`config.mk`:
```
export PLATFORM = sky130hd
export DESIGN_NAME = elevator_scheduler_flat
export DESIGN_NICKNAME = d
export VERILOG_FILES = /design/src/rtl/elevator_pkg.sv /design/src/rtl/elevator_scheduler_if.sv /design/src/rtl/elevator_req_scan.sv /design/src/rtl/elevator_scheduler.sv /design/src/flat_wrapper.sv
export SDC_FILE = /design/constraint.sdc
export NUM_CORES = 1
export LEC_CHECK = 0
export BUFFER_PORTS_ARGS = -buffer_cell sky130_fd_sc_hd__buf_4
export CAP_MARGIN = 10
export CORE_MARGIN = 2
export CORE_UTILIZATION = 51
export DETAILED_ROUTE_END_ITERATION = 10
export GPL_TIMING_DRIVEN = 0
export PLACE_DENSITY_LB_ADDON = 0.05
export RECOVER_POWER = 25
export SLEW_MARGIN = 40
export SYNTH_ARGS = -nofsm -noshare
export SYNTH_HDL_FRONTEND = slang
export SYNTH_HIERARCHICAL = 1
export SYNTH_SLANG_ARGS = --single-unit
```
`constraint.sdc`:
```
create_clock -name clk -period 2.3 [get_ports clk]
set_input_delay 0.46 -clock clk [delete_from_list [all_inputs] [get_ports clk]]
set_output_delay 0.46 -clock clk [all_outputs]
set_load 0.02 [all_outputs]
```
`src/rtl/elevator_pkg.sv`:
```
// Shared types and constants for the 4-floor elevator controller slice.
package elevator_pkg;
  localparam int unsigned NUM_FLOORS = 4;
  localparam int unsigned FLOOR_W    = 2;

  typedef enum logic [1:0] {
    S_IDLE = 2'b00,
    S_UP   = 2'b01,
    S_DOWN = 2'b10,
    S_DOOR = 2'b11
  } state_t;

  localparam logic [1:0] MOT_STOP = 2'b00;
  localparam logic [1:0] MOT_UP   = 2'b01;
  localparam logic [1:0] MOT_DOWN = 2'b10;

  function automatic logic [NUM_FLOORS-1:0] floor_onehot(input logic [FLOOR_W-1:0] f);
    floor_onehot    = '0;
    floor_onehot[f] = 1'b1;
  endfunction
endpackage

```
`src/rtl/elevator_scheduler_if.sv`:
```
// Scheduler <-> latch/sensor/motor bundle; master drives calls and sensor, slave is the scheduler.
interface elevator_scheduler_if;
  import elevator_pkg::*;

  logic [NUM_FLOORS-1:0] req;
  logic [FLOOR_W-1:0]    floor;
  logic                  at_floor;
  logic [1:0]            motor;
  logic                  door_open;
  logic [NUM_FLOORS-1:0] clear;
  logic [1:0]            state;
  logic                  dir;

  modport master (output req, floor, at_floor, input motor, door_open, clear, state, dir);
  modport slave  (input req, floor, at_floor, output motor, door_open, clear, state, dir);
endinterface

```
`src/rtl/elevator_req_scan.sv`:
```
// Combinational call scan: pending calls above, below and at the given floor.
module elevator_req_scan
  import elevator_pkg::*;
(
  input  logic [NUM_FLOORS-1:0] req,
  input  logic [FLOOR_W-1:0]    floor,
  output logic                  above,
  output logic                  below,
  output logic                  here
);
  always_comb begin
    above = 1'b0;
    below = 1'b0;
    for (int unsigned i = 0; i < NUM_FLOORS; i++) begin
      if (i > 32'(floor)) above = above | req[i];
      if (i < 32'(floor)) below = below | req[i];
    end
    here = req[floor];
  end
endmodule

```
`src/rtl/elevator_scheduler.sv`:
```
// SCAN scheduler and motion/door sequencer for the 4-floor car.
// Define ELEV_SCHED_REOPEN_EN to let a new call at the open floor restart the dwell.
module elevator_scheduler
  import elevator_pkg::*;
#(
  parameter int unsigned DOOR_CYCLES = 8
) (
  input logic                 clk,
  input logic                 reset,
  elevator_scheduler_if.slave sched
);
  localparam int unsigned CW = (DOOR_CYCLES > 2) ? $clog2(DOOR_CYCLES) : 1;
  localparam logic [CW-1:0]      DWELL_LOAD = CW'(DOOR_CYCLES - 1);
  localparam logic [FLOOR_W-1:0] TOP_FLOOR  = FLOOR_W'(NUM_FLOORS - 1);

  state_t                state_q, state_d;
  logic [1:0]            motor_q, motor_d;
  logic                  door_q, door_d;
  logic [NUM_FLOORS-1:0] clear_q, clear_d;
  logic                  dir_q, dir_d;
  logic [CW-1:0]         cnt_q, cnt_d;
  logic                  above, below, here;
  logic                  decide, open_door;

  elevator_req_scan u_scan (
    .req   (sched.req),
    .floor (sched.floor),
    .above (above),
    .below (below),
    .here  (here)
  );

`ifdef ELEV_SCHED_REOPEN_EN
  logic [NUM_FLOORS-1:0] req_q;
  logic                  reopen;

  always_ff @(posedge clk) req_q <= sched.req;
  assign reopen = sched.req[sched.floor] & ~req_q[sched.floor];
`endif

  always_ff @(posedge clk) begin
    if (reset) begin
      state_q <= S_IDLE;
      motor_q <= MOT_STOP;
      door_q  <= 1'b0;
      clear_q <= '0;
      dir_q   <= 1'b1;
      cnt_q   <= '0;
    end else begin
      state_q <= state_d;
      motor_q <= motor_d;
      door_q  <= door_d;
      clear_q <= clear_d;
      dir_q   <= dir_d;
      cnt_q   <= cnt_d;
    end
  end

  // IDLE and end-of-dwell share one departure decision; door entry is shared by all stops.
  always_comb begin
    state_d   = state_q;
    motor_d   = motor_q;
    door_d    = door_q;
    clear_d   = '0;
    dir_d     = dir_q;
    cnt_d     = cnt_q;
    decide    = 1'b0;
    open_door = 1'b0;

    case (state_q)
      S_IDLE: decide = 1'b1;
      S_UP: begin
        motor_d = MOT_UP;
        if (sched.at_floor && (here || sched.floor == TOP_FLOOR || !above)) open_door = 1'b1;
      end
      S_DOWN: begin
        motor_d = MOT_DOWN;
        if (sched.at_floor && (here || sched.floor == '0 || !below)) open_door = 1'b1;
      end
      S_DOOR: begin
`ifdef ELEV_SCHED_REOPEN_EN
        if (reopen) begin
          cnt_d   = DWELL_LOAD;
          clear_d = floor_onehot(sched.floor);
        end else
`endif
        if (cnt_q != '0) cnt_d = cnt_q - 1'b1;
        else             decide = 1'b1;
      end
      default: ;
    endcase

    if (decide) begin
      state_d = S_IDLE;
      motor_d = MOT_STOP;
      door_d  = 1'b0;
      if (here && sched.at_floor) begin
        open_door = 1'b1;
      end else if (above && (dir_q || !below)) begin
        state_d = S_UP;
        motor_d = MOT_UP;
        dir_d   = 1'b1;
      end else if (below) begin
        state_d = S_DOWN;
        motor_d = MOT_DOWN;
        dir_d   = 1'b0;
      end
    end

    if (open_door) begin
      state_d = S_DOOR;
      motor_d = MOT_STOP;
      door_d  = 1'b1;
      clear_d = here ? floor_onehot(sched.floor) : '0;
      cnt_d   = DWELL_LOAD;
    end
  end

  assign sched.state     = state_q;
  assign sched.motor     = motor_q;
  assign sched.door_open = door_q;
  assign sched.clear     = clear_q;
  assign sched.dir       = dir_q;
endmodule

```
`src/flat_wrapper.sv`:
```
// flat-port wrapper written by rule: the top's interface ports become plain ports
module elevator_scheduler_flat import elevator_pkg::*;
#(
  parameter int unsigned DOOR_CYCLES = 8
)
  (clk, reset, sched_req, sched_floor, sched_at_floor, sched_motor, sched_door_open, sched_clear, sched_state, sched_dir);
  elevator_scheduler_if sched_i ();
  input logic clk;
  input logic reset;
  input wire logic [$bits(sched_i.req)-1:0] sched_req;
  input wire logic [$bits(sched_i.floor)-1:0] sched_floor;
  input wire logic [$bits(sched_i.at_floor)-1:0] sched_at_floor;
  output wire logic [$bits(sched_i.motor)-1:0] sched_motor;
  output wire logic [$bits(sched_i.door_open)-1:0] sched_door_open;
  output wire logic [$bits(sched_i.clear)-1:0] sched_clear;
  output wire logic [$bits(sched_i.state)-1:0] sched_state;
  output wire logic [$bits(sched_i.dir)-1:0] sched_dir;
  assign sched_i.req = sched_req;
  assign sched_i.floor = sched_floor;
  assign sched_i.at_floor = sched_at_floor;
  assign sched_motor = sched_i.motor;
  assign sched_door_open = sched_i.door_open;
  assign sched_clear = sched_i.clear;
  assign sched_state = sched_i.state;
  assign sched_dir = sched_i.dir;
  elevator_scheduler #(.DOOR_CYCLES(DOOR_CYCLES)) u_core (.clk(clk), .reset(reset), .sched(sched_i));
endmodule
```
==> metrics <==
outcome finished clean; first-pass detailed-route iteration total 4; number of post-CTS setup repair buffers 0; commonest cells after routing, fill and taps aside buf_4 (13), dfxtp_1 (13), inv_1 (8), a21oi_1 (7); Port Buffer Count 17; cell area after synthesis roughly 800 um^2; number of antenna violations at the first check in global routing 0; clk_skew 3.59 ps; hold worst-path end u_core/sched.clear[1]; ports placed on the boundary 19; estimated wirelength of the detail-placed design roughly 1.3 mm; number of library cell types mapped by synthesis 37; average footprint of a synthesized cell approximately 9.6 um^2; average via count per standard cell between 5 and 6; die boundary height around 44 um; maximum clock path buffer count 2; Area Growth Syn to Fin 19.1%; final max-slew violation count 0; fill count 139; GRT overflow 0; reg2reg start u_core/sched.state[0]; combinational share of power between 60% and 70%; routed wire length about 1.6 mm; proportion of power drawn by the clock network between 10% and 20%; class of the tightest hold or removal check primary input to flop; Wirelength per Cell roughly 13 um; number of diodes 0; Total Nets Final 122; Internal Dissipation 0.673 mW; worst vdd rail ir drop about 0.78 mV; proportion of power drawn by flip-flops and latches 28.1%; PostCTS Resize Cnt 0; vias in the first global route between 600 and 700; number of endpoints with negative hold slack in the final report 0; Worst Setup Slack, final ~550 ps; effective utilization at floorplan about 54%; post-synthesis instance total 85; pre-CTS worst setup slack around 290 ps; end of the worst register-to-register path u_core/sched.state[1]; TritonCTS clock tree done; net load switching power roughly 0.58 mW; critical path type primary input to flop; net count after synthesis 100; setup TNS 0 ps; arrival time of data at the critical path endpoint just under 2000 ps; register-to-register path setup slack between 500 and 600 ps; H-Tree Depth 1; highest achievable clock rate around 570 MHz; Clock Sink Count 13; CP max FO 9; RSZ-0062 raised after global routing no; Synth Warn # 6; fraction of the yosys area taken by sequential cells 31.9%; Yosys reg bits 13; Hold Path Depth 2; sw frac between 40% and 50%; core box area 0.00151 mm^2; clock transition at the registers of the reported paths roughly 90 ps; number of cell instances on the worst register-to-register path 6; Die Span X 44.0 um; Antenna Nets Post-Route 0; number of max-capacitance violations reported 0; data required time at the worst endpoint 2500 ps; root buffer selected by CTS clkbuf_4; fraction of layout cells with a size suffix above 1 between 30% and 40%; final critical-path share of the clock period 76.1%; All-Layer GR Usage a little under a fifth; TritonCTS buffer count 3; Critical Path Source Type primary input; first-pass GRT wire length 2.78 mm; remaining max-slew budget at the tightest pin a little under three quarters; worst hold path startpoint sched_floor[1]; DRT iter0 DRCs 7; areal power density over the cells 1290 mW/mm^2; global placement routability congestion between 0.7 and 0.8; Post-route DRC 0; number of rows created at floorplan 14; Worst setup startpoint sched_floor[0]; minimum clock period ~1800 ps; endpoint class of the critical path flop; total leakage power 0.404 nW; Clk Latency, worst-skew pair 270 ps; routed vias between 600 and 700; actual transition at the worst max-transition pin approximately 420 ps; largest net degree at the start of global routing 10; Hold-fix buffers, CTS 0; die outline area 0.00194 mm^2; number of setup violations in the final report 0
per-stage QoR:
step / power, mW / cell area (um^2) / utilization, % / hold slack, ps / instances
floorplan: 0.928 / 817 / - / 530 / 85
global placement: 1.11 / 965 / 64.0 / 445 / 118
detailed placement: 1.12 / 965 / 64.0 / 456 / 118
CTS: 1.27 / 992 / 65.9 / 401 / 122
global route: 1.36 / 973 / 64.6 / 405 / 122
finish: 1.25 / 973 / 64.6 / 406 / 122
state kept, by name (all words and copies together), names as in the netlist:
name,cells
u_core/sched.clear,4
u_core/sched.door_open,1
u_core/sched.dir,1
u_core/cnt_q,3
u_core/sched.state,2
u_core/sched.motor,2
per-layer routing:
layer | vias up | GRT usage, % | wire length (um)
met3 | 2 | 3.67 | 43
met4 | 0 | 5.45 | 13
met1 | 322 | 24.4 | 758
met5 | - | 0 | 0
li1 | 353 | - | -
met2 | 8 | 32.4 | 776
cell families (layout without fill, tap and decap cells):
family / after synthesis / after routing / share of synthesized area [%]
simple gates: 24 / 24 / 21.7
compound gates: 28 / 28 / 25.9
buf+inv: 10 / 31 / 5.05
xor+xnor: 2 / 2 / 2.14
mux: 2 / 2 / 4.13
flops: 13 / 13 / 31.9
fa+ha+maj: 6 / 6 / 9.19
worst max-delay path, cell delays in order:
cell and delay [ps]:
buf_4 130, mux4_2 610, and3_2 260, a211oi_2 200
nand3_1 120, a31oi_1 170
power by group through the flow:
stage	clock, mW	combinational (mW)	sequential [mW]
3_3_place_gp	0	0.753	0.353
6_report	0.142	0.758	0.352
2_1_floorplan	0	0.518	0.410
3_5_place_dp	0	0.765	0.359
4_1_cts	0.146	0.769	0.353
5_1_grt	0.156	0.837	0.365
worst max path at each step:
stage | to | slack, ps | cells past startpoint
3_3_place_gp | u_core/sched.state[1] | 290 | 6
5_1_grt | u_core/sched.state[1] | 410 | 6
4_1_cts | u_core/sched.motor[0] | 570 | 6
2_1_floorplan | u_core/sched.state[0] | 550 | 5
3_5_place_dp | u_core/sched.state[0] | 290 | 6
6_report | u_core/sched.state[1] | 550 | 6
Yosys cell counts:
library cell	number	share of area [%]
and3_2	1	0.92
o21a_1	1	0.92
nor4bb_2	1	2.0
a211oi_2	2	3.1
nand3b_4	1	2.5
mux2_2	1	1.4
inv_1	8	3.7
nor2b_1	1	0.77
o211ai_1	1	0.92
a21oi_1	7	4.3
nand4_1	2	1.5
nor2_1	2	0.92
a31oi_1	3	2.3
ha_1	6	9.2
o31ai_1	1	0.92
a311o_1	1	1.2
o21ai_2	2	2.1
buf_4	1	0.92
xor2_1	1	1.1
nor3_1	1	0.61
nand3_1	3	1.8
nand2b_1	2	1.5
dfxtp_1	13	32
a21oi_2	2	2.1
nand3_4	1	2.1
inv_2	1	0.46
nor3b_2	2	3.1
o211a_1	1	1.2
o21ai_0	3	1.8
o21ai_1	1	0.61
and4b_1	1	1.2
xnor2_1	1	1.1
nand2_1	6	2.8
a31oi_4	1	2.6
o22ai_1	1	0.77
a211oi_1	1	0.92
mux4_2	1	2.8
layout make-up:
class                      instances  area [um^2]  area share (%)
multi-input combinational         62          515            53.0
sequential                        13          260            26.7
timing repair buffer              17          109            11.2
inverter                           9         33.8            3.47
clock buffer                       3         22.5            2.31
tap                               16         20.0            2.06
buffer                             1         7.51           0.771
clock inverter                     1         5.00           0.514
Power figures use the tool's default switching activity.
